<file path="config.mk">
export PLATFORM = sky130hd
export DESIGN_NAME = seq_detect_ctrl
export DESIGN_NICKNAME = d
export VERILOG_FILES = /design/src/rtl/seq_detect_ctrl.sv
export SDC_FILE = /design/constraint.sdc
export NUM_CORES = 1
export LEC_CHECK = 0
export CAP_MARGIN = 15
export CELL_PAD_IN_SITES_DETAIL_PLACEMENT = 0
export CELL_PAD_IN_SITES_GLOBAL_PLACEMENT = 1
export CORE_MARGIN = 2
export CORE_UTILIZATION = 30
export CTS_CLUSTER_SIZE = 12
export DETAILED_ROUTE_END_ITERATION = 8
export PLACE_DENSITY_LB_ADDON = 0.05
export SYNTH_ARGS = -nofsm -noshare
export SYNTH_HDL_FRONTEND = slang
export SYNTH_SLANG_ARGS = --single-unit
</file>
<file path="constraint.sdc">
create_clock -name clk -period 5.1 [get_ports clk]
set_input_delay 1.275 -clock clk [delete_from_list [all_inputs] [get_ports clk]]
set_output_delay 1.275 -clock clk [all_outputs]
set_load 0.03 [all_outputs]
</file>
<file path="src/rtl/seq_detect_ctrl.sv">
// Run-time programmable serial sequence detector with match counting and
// automatic stop at a programmed match threshold.
//
// state | meaning
// IDLE  | waiting for start; configuration writes accepted
// RUN   | sampling x on x_valid, detecting and counting matches
// DONE  | threshold reached; count held, configuration writes accepted
module seq_detect_ctrl #(
    parameter int MAXLEN = 8,
    parameter int CNT_W  = 8,
    localparam int LW    = $clog2(MAXLEN) + 1
) (
    input  logic              clk,
    input  logic              reset,
    input  logic              cfg_wr,
    input  logic [MAXLEN-1:0] cfg_pattern,
    input  logic [LW-1:0]     cfg_len,
    input  logic              cfg_overlap,
    input  logic [CNT_W-1:0]  cfg_thresh,
    input  logic              start,
    input  logic              stop,
    input  logic              x,
    input  logic              x_valid,
    output logic              z,
    output logic [CNT_W-1:0]  match_count,
    output logic              busy,
    output logic              done,
    output logic              cfg_err
);

    typedef enum logic [1:0] {IDLE, RUN, DONE} state_t;

    state_t              state;
    logic [MAXLEN-1:0]   pattern_q;
    logic [LW-1:0]       len_q;
    logic                overlap_q;
    logic [CNT_W-1:0]    thresh_q;
    logic [MAXLEN-2:0]   hist_q;
    logic [LW-1:0]       fill_q;

    logic [MAXLEN-1:0]   shifted;
    logic [MAXLEN-1:0]   mask;
    logic [LW-1:0]       fill_inc;
    logic [CNT_W-1:0]    cnt_inc;
    logic                hit;
    logic                len_ok;

    always_comb begin
        shifted = {hist_q, x};
        mask    = '0;
        for (int i = 0; i < MAXLEN; i++) begin
            mask[i] = (i < int'(len_q));
        end
        // fill_q + 1 never overflows LW bits since fill_q saturates at MAXLEN
        hit      = ((fill_q + LW'(1)) >= len_q) && ((shifted & mask) == (pattern_q & mask));
        fill_inc = (fill_q == LW'(MAXLEN)) ? fill_q : fill_q + LW'(1);
        cnt_inc  = (&match_count) ? match_count : match_count + CNT_W'(1);
        len_ok   = (cfg_len != '0) && (cfg_len <= LW'(MAXLEN));
    end

    always_ff @(posedge clk or negedge reset) begin
        if (!reset) begin
            state       <= IDLE;
            pattern_q   <= MAXLEN'(4'b0110);
            len_q       <= LW'(4);
            overlap_q   <= 1'b1;
            thresh_q    <= '0;
            hist_q      <= '0;
            fill_q      <= '0;
            z           <= 1'b0;
            match_count <= '0;
            busy        <= 1'b0;
            done        <= 1'b0;
            cfg_err     <= 1'b0;
        end else begin
            z       <= 1'b0;
            cfg_err <= 1'b0;

            if (cfg_wr) begin
                if (state != RUN && len_ok) begin
                    pattern_q <= cfg_pattern;
                    len_q     <= cfg_len;
                    overlap_q <= cfg_overlap;
                    thresh_q  <= cfg_thresh;
                end else begin
                    cfg_err <= 1'b1;
                end
            end

            case (state)
                IDLE, DONE: begin
                    if (start) begin
                        state       <= RUN;
                        busy        <= 1'b1;
                        done        <= 1'b0;
                        match_count <= '0;
                        hist_q      <= '0;
                        fill_q      <= '0;
                    end
                end
                RUN: begin
                    if (stop) begin
                        state <= IDLE;
                        busy  <= 1'b0;
                    end else if (x_valid) begin
                        hist_q <= shifted[MAXLEN-2:0];
                        fill_q <= fill_inc;
                        if (hit) begin
                            z           <= 1'b1;
                            match_count <= cnt_inc;
                            if (!overlap_q) begin
                                hist_q <= '0;
                                fill_q <= '0;
                            end
                            if (thresh_q != '0 && cnt_inc == thresh_q) begin
                                state <= DONE;
                                busy  <= 1'b0;
                                done  <= 1'b1;
                            end
                        end
                    end
                end
                default: begin
                    state <= IDLE;
                    busy  <= 1'b0;
                    done  <= 1'b0;
                end
            endcase
        end
    end

endmodule

</file>
==> flow_metrics.py, run 1 <==
metrics = {
    "run_status": {
        "status": "complete, no violations",
    },
    "clock_tree": {
        "cts_hold_repair.buffers": 0,
        "tritoncts.num_buffers": 5,
        "clk-insertion-delay-late_ns": 0.30,
        "clk_pin_slew_worst_paths_ns": 0.10,
        "clock_tree.htree_level_count": 2,
        "cts_buffer_depth": 2,
        "tritoncts": "built",
        "clock_sink_count": 46,
        "post-cts-setup-buffers": 0,
        "postCtsResizedCells": 0,
        "cts_root_buffer": "sky130_fd_sc_hd__clkbuf_8",
    },
    "timing": {
        "worst_clock_skew_ns": 0.0105,
        "setup-tns-final_ns": 0,
        "worstMarginPinSlew_ns": 1.05,
        "rsz0062_at_grt": "false",
        "clock.fmax_mhz": 301,
        "slew_headroom": 0.298,
        "final_critical_path_setup_slack_ns": 1.78,
        "setup_violators_final": 0,
        "period_needed_ns": 3.32,
        "final_hold_viol_count": 0,
        "finalCritPeriodShare": 0.652,
        "final_max_slew_viol_count": 0,
    },
    "synthesis": {
        "postSynthAreaPerCell_um2": 10.8,
        "synth.largest_area_cell": "sky130_fd_sc_hd__dfrtp_1",
        "syn_inst": 241,
        "ys.flop_type": "sky130_fd_sc_hd__dfrtp_1",
        "count_of_flip_flops_with_a_built_in_enable_after_synthesis": 0,
        "netlist-cell-type-count": 59,
        "total_nets_after_synthesis": 276,
        "synth_async_sr_flop_share": 1.00,
        "post_synth_instance_area_um2": 2600,
        "ys_ff_latch": 46,
        "synth_seq_area_share": 0.444,
        "yosys_warnings": 0,
        "post_synth_main_area_contributors": "sky130_fd_sc_hd__dfrtp_1 40%, sky130_fd_sc_hd__mux2_2 9.1%, sky130_fd_sc_hd__dfstp_2 4.0%, sky130_fd_sc_hd__xnor2_1 3.7%, sky130_fd_sc_hd__ha_1 3.4%",
        "synth_largest_type_area_fraction": 0.403,
    },
    "detailed_routing": {
        "wl_per_cell_um": 16.6,
        "drt-total-wl_um": 6400,
        "post_route_ant_nets": 0,
        "via_count": 2023,
        "initialDrtViolationCount": 100,
        "via_per_inst": 5.24,
        "drcViolationCount": 0,
        "detail_route.first_pass.iterations": 4,
    },
    "floorplan": {
        "dieWidth_um": 97.2,
        "floorplan.die_area_um2": 9440,
        "placementRows": 33,
        "initial_core_util": 0.314,
        "fp.dieH_um": 97.2,
        "design.portCount": 40,
        "core_um2": 8300,
    },
    "cells_and_area": {
        "synthToLayoutAreaGrowth_pct": 22.6,
        "area.sequential_um2": 1160,
        "multi_input_comb_area_um2": 1350,
        "post_route_cell_area_um2": 3190,
        "antenna_cells": 0,
        "final_layout_size_suffix_gt1_frac": 0.164,
        "n_fill_cell": 813,
        "nNetsFinal": 315,
    },
    "global_route": {
        "largest_net_degree_at_the_start_of_global_routing": 47,
        "grt_util_all_layers": 0.141,
        "number_of_antenna_violations_at_the_first_check_in_global_routing": 0,
        "globalRouteOverflowTotal": 0,
        "first_pass_grt_wire_length_um": 10900,
        "vias_in_the_first_global_route": 1998,
    },
    "setup_path": {
        "timing.critical_path.arrival_ns": 3.51,
        "critical_path.n_buffers_inverters": 1,
        "cp_num_cells": 5,
        "timing.critical_path.slowest_cell_delay_ns": 0.76,
        "critPathKind": "in -> reg",
        "worstRegToRegCells": 8,
        "cp-end-kind": "register",
        "max_fanout_on_critical_path": 21,
        "cp.required_ns": 5.28,
        "start_kind": "primary input",
        "cpLargestDelayFamily": "simple AND/OR/NAND/NOR gates",
        "crit_path_cell_chain": "clkdlybuf4s50_1 -> nor3_1 -> xnor2_1 -> nand3_1 -> mux2_2",
        "cpMaxStageDelayCell": "sky130_fd_sc_hd__nand3_1",
    },
    "power": {
        "irDropWorstVdd_uv": 153,
        "p_total_uw": 1020,
        "power.static_leakage_uw": 0.00128,
        "powerDensity_nw_per_um2": 319,
    },
    "placement": {
        "pre_cts_slack_ns": 1.37,
        "dpl.hpwl_um": 4770,
        "numPortBuffers": 39,
        "placedInstanceArea_um2": 3080,
        "place_congestion": 0.749,
    },
    "min_path": {
        "hold_path_class": "reg -> reg",
        "min_delay_path_depth": 2,
    },
    "job": {
        "max-cap-violations": 0,
    },
}
==> path summary, 6_finish.rpt <==
check,start,to,slack (ns)
worst max-delay path,cfg_len[1],thresh_q[3]$_DFFE_PN0P_,1.78
worst min-delay path,done$_DFFE_PN0P_,done$_DFFE_PN0P_,0.53
worst max register to register,fill_q[0]$_DFFE_PN0P_,fill_q[0]$_DFFE_PN0P_,2.31
worst min register to register,done$_DFFE_PN0P_,done$_DFFE_PN0P_,0.53
max in group asynchronous,reset,pattern_q[1]$_DFFE_PN1P_,3.68
min in group asynchronous,reset,fill_q[0]$_DFFE_PN0P_,0.85
==> cell usage after synthesis (3+ instances only) <==
cell type and count:
sky130_fd_sc_hd__nor3_1 4, sky130_fd_sc_hd__a22o_1 8, sky130_fd_sc_hd__dfstp_2 4, sky130_fd_sc_hd__ha_1 7
sky130_fd_sc_hd__nand4_1 3, sky130_fd_sc_hd__o22ai_1 5, sky130_fd_sc_hd__nor2_1 9, sky130_fd_sc_hd__nand2_1 12
sky130_fd_sc_hd__nand2b_1 4, sky130_fd_sc_hd__buf_2 4, sky130_fd_sc_hd__dfrtp_1 42, sky130_fd_sc_hd__mux2_2 21
sky130_fd_sc_hd__nor4_1 4, sky130_fd_sc_hd__a21oi_1 7, sky130_fd_sc_hd__inv_1 14, sky130_fd_sc_hd__a41oi_1 4
sky130_fd_sc_hd__xor2_1 4, sky130_fd_sc_hd__xnor2_1 11, sky130_fd_sc_hd__o21ai_0 9, sky130_fd_sc_hd__nand3_1 12
==> power breakdown <==
group          total [µW]  leakage, µW  internal [µW]  switching [µW]
Combinational         268     0.000650            139             129
Clock                 246    0.0000489            112             134
Sequential            505     0.000584            433            72.4
Total                1020      0.00128            684             335
==> cell families (layout without fill, tap and decap cells) <==
group / Yosys count / in the layout / synth area share
buffers and inverters: 22 / 62 / 0.0365
AND/OR/NAND/NOR: 64 / 64 / 0.140
multiplexers: 23 / 23 / 0.0985
AO/OA/AOI/OAI: 64 / 64 / 0.197
XOR/XNOR: 15 / 15 / 0.0504
adder cells (fa/ha/maj): 7 / 7 / 0.0336
flip-flops: 46 / 46 / 0.444
==> cells in the final DEF (no fill, tap or decap), drive strengths merged, types with 3 or more instances in the layout <==
cell	instances
a21oi	7
a22o	8
a41oi	4
clkbuf	7
clkdlybuf4s50	38
dfrtp	42
dfstp	4
ha	7
inv	15
mux2	21
nand2	12
nand2b	4
nand3	13
nand4	4
nor2	10
nor3	4
nor4	4
o21ai	11
o22ai	5
o31ai	3
xnor2	11
xor2	4
==> routing by layer <==
layer | GRT usage | wire length [µm] | vias up
met5 | 0 | 0 | -
met4 | 0.0368 | 85 | 0
met3 | 0.0281 | 334 | 6
met2 | 0.185 | 2460 | 49
met1 | 0.231 | 3520 | 976
li1 | - | - | 992
==> registers in the layout, indices dropped and copies added (netlist names) <==
name         flops
done             1
cfg_err          1
fill_q           4
pattern_q        8
overlap_q        1
hist_q           7
match_count      8
state            2
z                1
thresh_q         8
len_q            4
busy             1
==> layout make-up <==
class,instances,share of cell area
inverter,14,0.0165
clock buffer,7,0.0270
tap,105,0.0411
sequential,46,0.362
multi-input combinational,173,0.424
timing repair buffer,40,0.127
clock inverter,1,0.00274
==> worst reg2reg max path: cells and delay by family (launching register included) <==
family	cells	cell delay [ns]
adder cells (fa/ha/maj)	2	0.60
buffers and inverters	1	0.07
AND/OR/NAND/NOR	1	0.17
AO/OA/AOI/OAI	4	1.41
flip-flops	1	0.47
==> metrics by stage <==
stage / instances / hold slack (ns) / util
floorplan: 241 / 0.495 / -
global placement: 377 / 0.516 / 0.371
detailed placement: 377 / 0.516 / 0.371
CTS: 385 / 0.543 / 0.382
global route: 386 / 0.551 / 0.385
finish: 386 / 0.528 / 0.385
(Power assumes the default switching activity.)
==> run 2: changes to the inputs <==
- clock period: 5.1 -> 2.85 ns (I/O delays scaled with it)
==> flow_metrics.py, run 2 (synthesis results as in run 1) <==
metrics = {
    "run_status": {
        "status": "complete, no violations",
    },
    "global_route": {
        "vias_in_the_first_global_route": 2122,
        "number_of_antenna_violations_at_the_first_check_in_global_routing": 0,
        "largest_net_degree_at_the_start_of_global_routing": 30,
        "first_pass_grt_wire_length_um": 11600,
        "globalRouteOverflowTotal": 0,
        "grt_util_all_layers": 0.154,
    },
    "setup_path": {
        "max_fanout_on_critical_path": 8,
        "worstSetupStartpoint": "match_count[0]$_DFFE_PN0P_",
        "timing.critical_path.to": "state[0]$_DFFE_PN0P_",
        "r2r_start": "match_count[0]$_DFFE_PN0P_",
        "worstRegToRegCells": 7,
        "cp.required_ns": 3.00,
        "critPathKind": "reg -> reg",
        "start_kind": "register",
        "ff2ff_setup_slack_ns": 0.41,
        "cp-end-kind": "register",
        "crit-reg2reg-capture": "state[0]$_DFFE_PN0P_",
        "timing.critical_path.arrival_ns": 2.60,
    },
    "clock_tree": {
        "clock_tree.htree_level_count": 2,
        "cts_root_buffer": "sky130_fd_sc_hd__clkbuf_8",
        "post-cts-setup-buffers": 0,
        "tritoncts": "built",
        "postCtsResizedCells": 0,
        "cts_buffer_depth": 2,
        "clock_sink_count": 46,
        "cts_hold_repair.buffers": 0,
        "clk-insertion-delay-late_ns": 0.30,
        "tritoncts.num_buffers": 5,
        "clk_pin_slew_worst_paths_ns": 0.09,
    },
    "detailed_routing": {
        "via_count": 2049,
        "drt-total-wl_um": 6810,
        "route.top_layer_used": "met4",
        "initialDrtViolationCount": 81,
        "detail_route.first_pass.iterations": 4,
        "wl_per_cell_um": 17.2,
        "drcViolationCount": 0,
        "via_per_inst": 5.19,
        "wl_met2_um": 2890,
        "met1Wirelength_um": 3570,
        "wl_met3_um": 277,
        "post_route_ant_nets": 0,
    },
    "power": {
        "clkPwrFrac": 0.261,
        "powerDensity_nw_per_um2": 584,
        "swShare": 0.316,
        "internal_power_uw": 1300,
        "power.static_leakage_uw": 0.00132,
        "irDropWorstVdd_uv": 207,
        "sequentialPowerShare": 0.475,
        "power_frac_comb": 0.264,
        "p_sw_uw": 603,
    },
    "job": {
        "max-cap-violations": 0,
    },
    "min_path": {
        "hold_path_class": "in -> async",
    },
    "timing": {
        "worstMarginPinSlew_ns": 0.552,
        "finalCritPeriodShare": 0.856,
        "final_hold_viol_count": 0,
        "setup-tns-final_ns": 0,
        "setup_violators_final": 0,
        "slew_headroom": 0.627,
        "period_needed_ns": 2.44,
        "rsz0062_at_grt": "false",
        "final_max_slew_viol_count": 0,
        "clock.fmax_mhz": 410,
        "worst_clock_skew_ns": 0.00467,
    },
    "cells_and_area": {
        "layout_top_registers": "match_count (8), pattern_q (8), thresh_q (8)",
        "final_layout_size_suffix_gt1_frac": 0.190,
        "finish.utilization": 0.393,
        "layout_commonest_cell": "sky130_fd_sc_hd__dfrtp_1",
        "nNetsFinal": 324,
        "synthToLayoutAreaGrowth_pct": 25.3,
        "layout.cells.most_common_list": "42 x sky130_fd_sc_hd__dfrtp_1, 38 x sky130_fd_sc_hd__clkdlybuf4s50_1, 21 x sky130_fd_sc_hd__mux2_2",
        "antenna_cells": 0,
    },
    "placement": {
        "dpl.hpwl_um": 5190,
        "numPortBuffers": 39,
        "place_congestion": 0.772,
    },
    "floorplan": {
        "fp.dieH_um": 97.2,
        "placementRows": 33,
        "dieWidth_um": 97.2,
        "design.portCount": 40,
        "floorplan.die_area_um2": 9440,
        "core_um2": 8300,
        "initial_core_util": 0.314,
    },
}
## run 2: cell count changes in the layout (fill, tap and decap cells not counted)
cell | before | now
sky130_fd_sc_hd__buf_4 | 0 | 10
sky130_fd_sc_hd__buf_12 | 1 | 0
sky130_fd_sc_hd__bufinv_16 | 0 | 1
sky130_fd_sc_hd__clkbuf_8 | 6 | 5
sky130_fd_sc_hd__clkinvlp_4 | 0 | 1
sky130_fd_sc_hd__inv_6 | 1 | 0
## run 2: final cells by class
| cell class | instances | area (µm²) |
|---|---|---|
| Timing Repair Buffer | 49 | 460 |
| Inverter | 14 | 52.6 |
| Clock inverter | 2 | 37.5 |
| Fill cell | 852 | 5030 |
| Tap cell | 105 | 131 |
| Clock buffer | 6 | 72.6 |
| Sequential cell | 46 | 1160 |
| Multi-Input combinational cell | 173 | 1350 |
## run 2: power by group through the flow
| stage | combinational (µW) | clock (µW) | sequential, µW |
|---|---|---|---|
| 2_1_floorplan | 337 | 0 | 885 |
| 3_3_place_gp | 505 | 0 | 921 |
| 3_5_place_dp | 508 | 0 | 922 |
| 4_1_cts | 512 | 517 | 909 |
| 5_1_grt | 573 | 546 | 929 |
| 6_report | 504 | 497 | 905 |
## run 2: critical path, cell delays in order (launching register included)
cell                      delay, ns
sky130_fd_sc_hd__dfrtp_1       0.50
sky130_fd_sc_hd__ha_1          0.37
sky130_fd_sc_hd__and3_1        0.29
sky130_fd_sc_hd__nand2_1       0.16
sky130_fd_sc_hd__a31o_2        0.29
sky130_fd_sc_hd__a21oi_1       0.29
sky130_fd_sc_hd__and4b_1       0.28
sky130_fd_sc_hd__a41oi_1       0.11
## run 2: routing by layer
layer  global-route usage  vias up
li1                     -     1009
met1                0.236      986
met2                0.220       48
met3               0.0381        6
met4               0.0325        0
met5                    0        -
## run 2: how the worst min path moves through the flow
stage | depth (start not counted) | endpoint | slack [ns]
2_1_floorplan | 0 | busy$_DFFE_PN0P_ | 0.42
6_report | 1 | match_count[6]$_DFFE_PN0P_ | 0.34
3_5_place_dp | 1 | hist_q[6]$_DFFE_PN0P_ | 0.52
3_3_place_gp | 2 | done$_DFFE_PN0P_ | 0.51
4_1_cts | 1 | match_count[1]$_DFFE_PN0P_ | 0.36
5_1_grt | 1 | match_count[4]$_DFFE_PN0P_ | 0.35
## run 2: stage by stage
step | std cells | power (µW) | setup slack (ns) | hold slack [ns] | cell area (µm²)
finish | 395 | 1910 | 0.409 | 0.340 | 3260
global route | 395 | 2050 | 0.0660 | 0.349 | 3260
CTS | 395 | 1940 | 0.380 | 0.356 | 3260
detailed placement | 387 | 1430 | 0.203 | 0.518 | 3150
global placement | 387 | 1430 | 0.227 | 0.510 | 3150
floorplan | 241 | 1220 | 0.643 | 0.417 | 2610
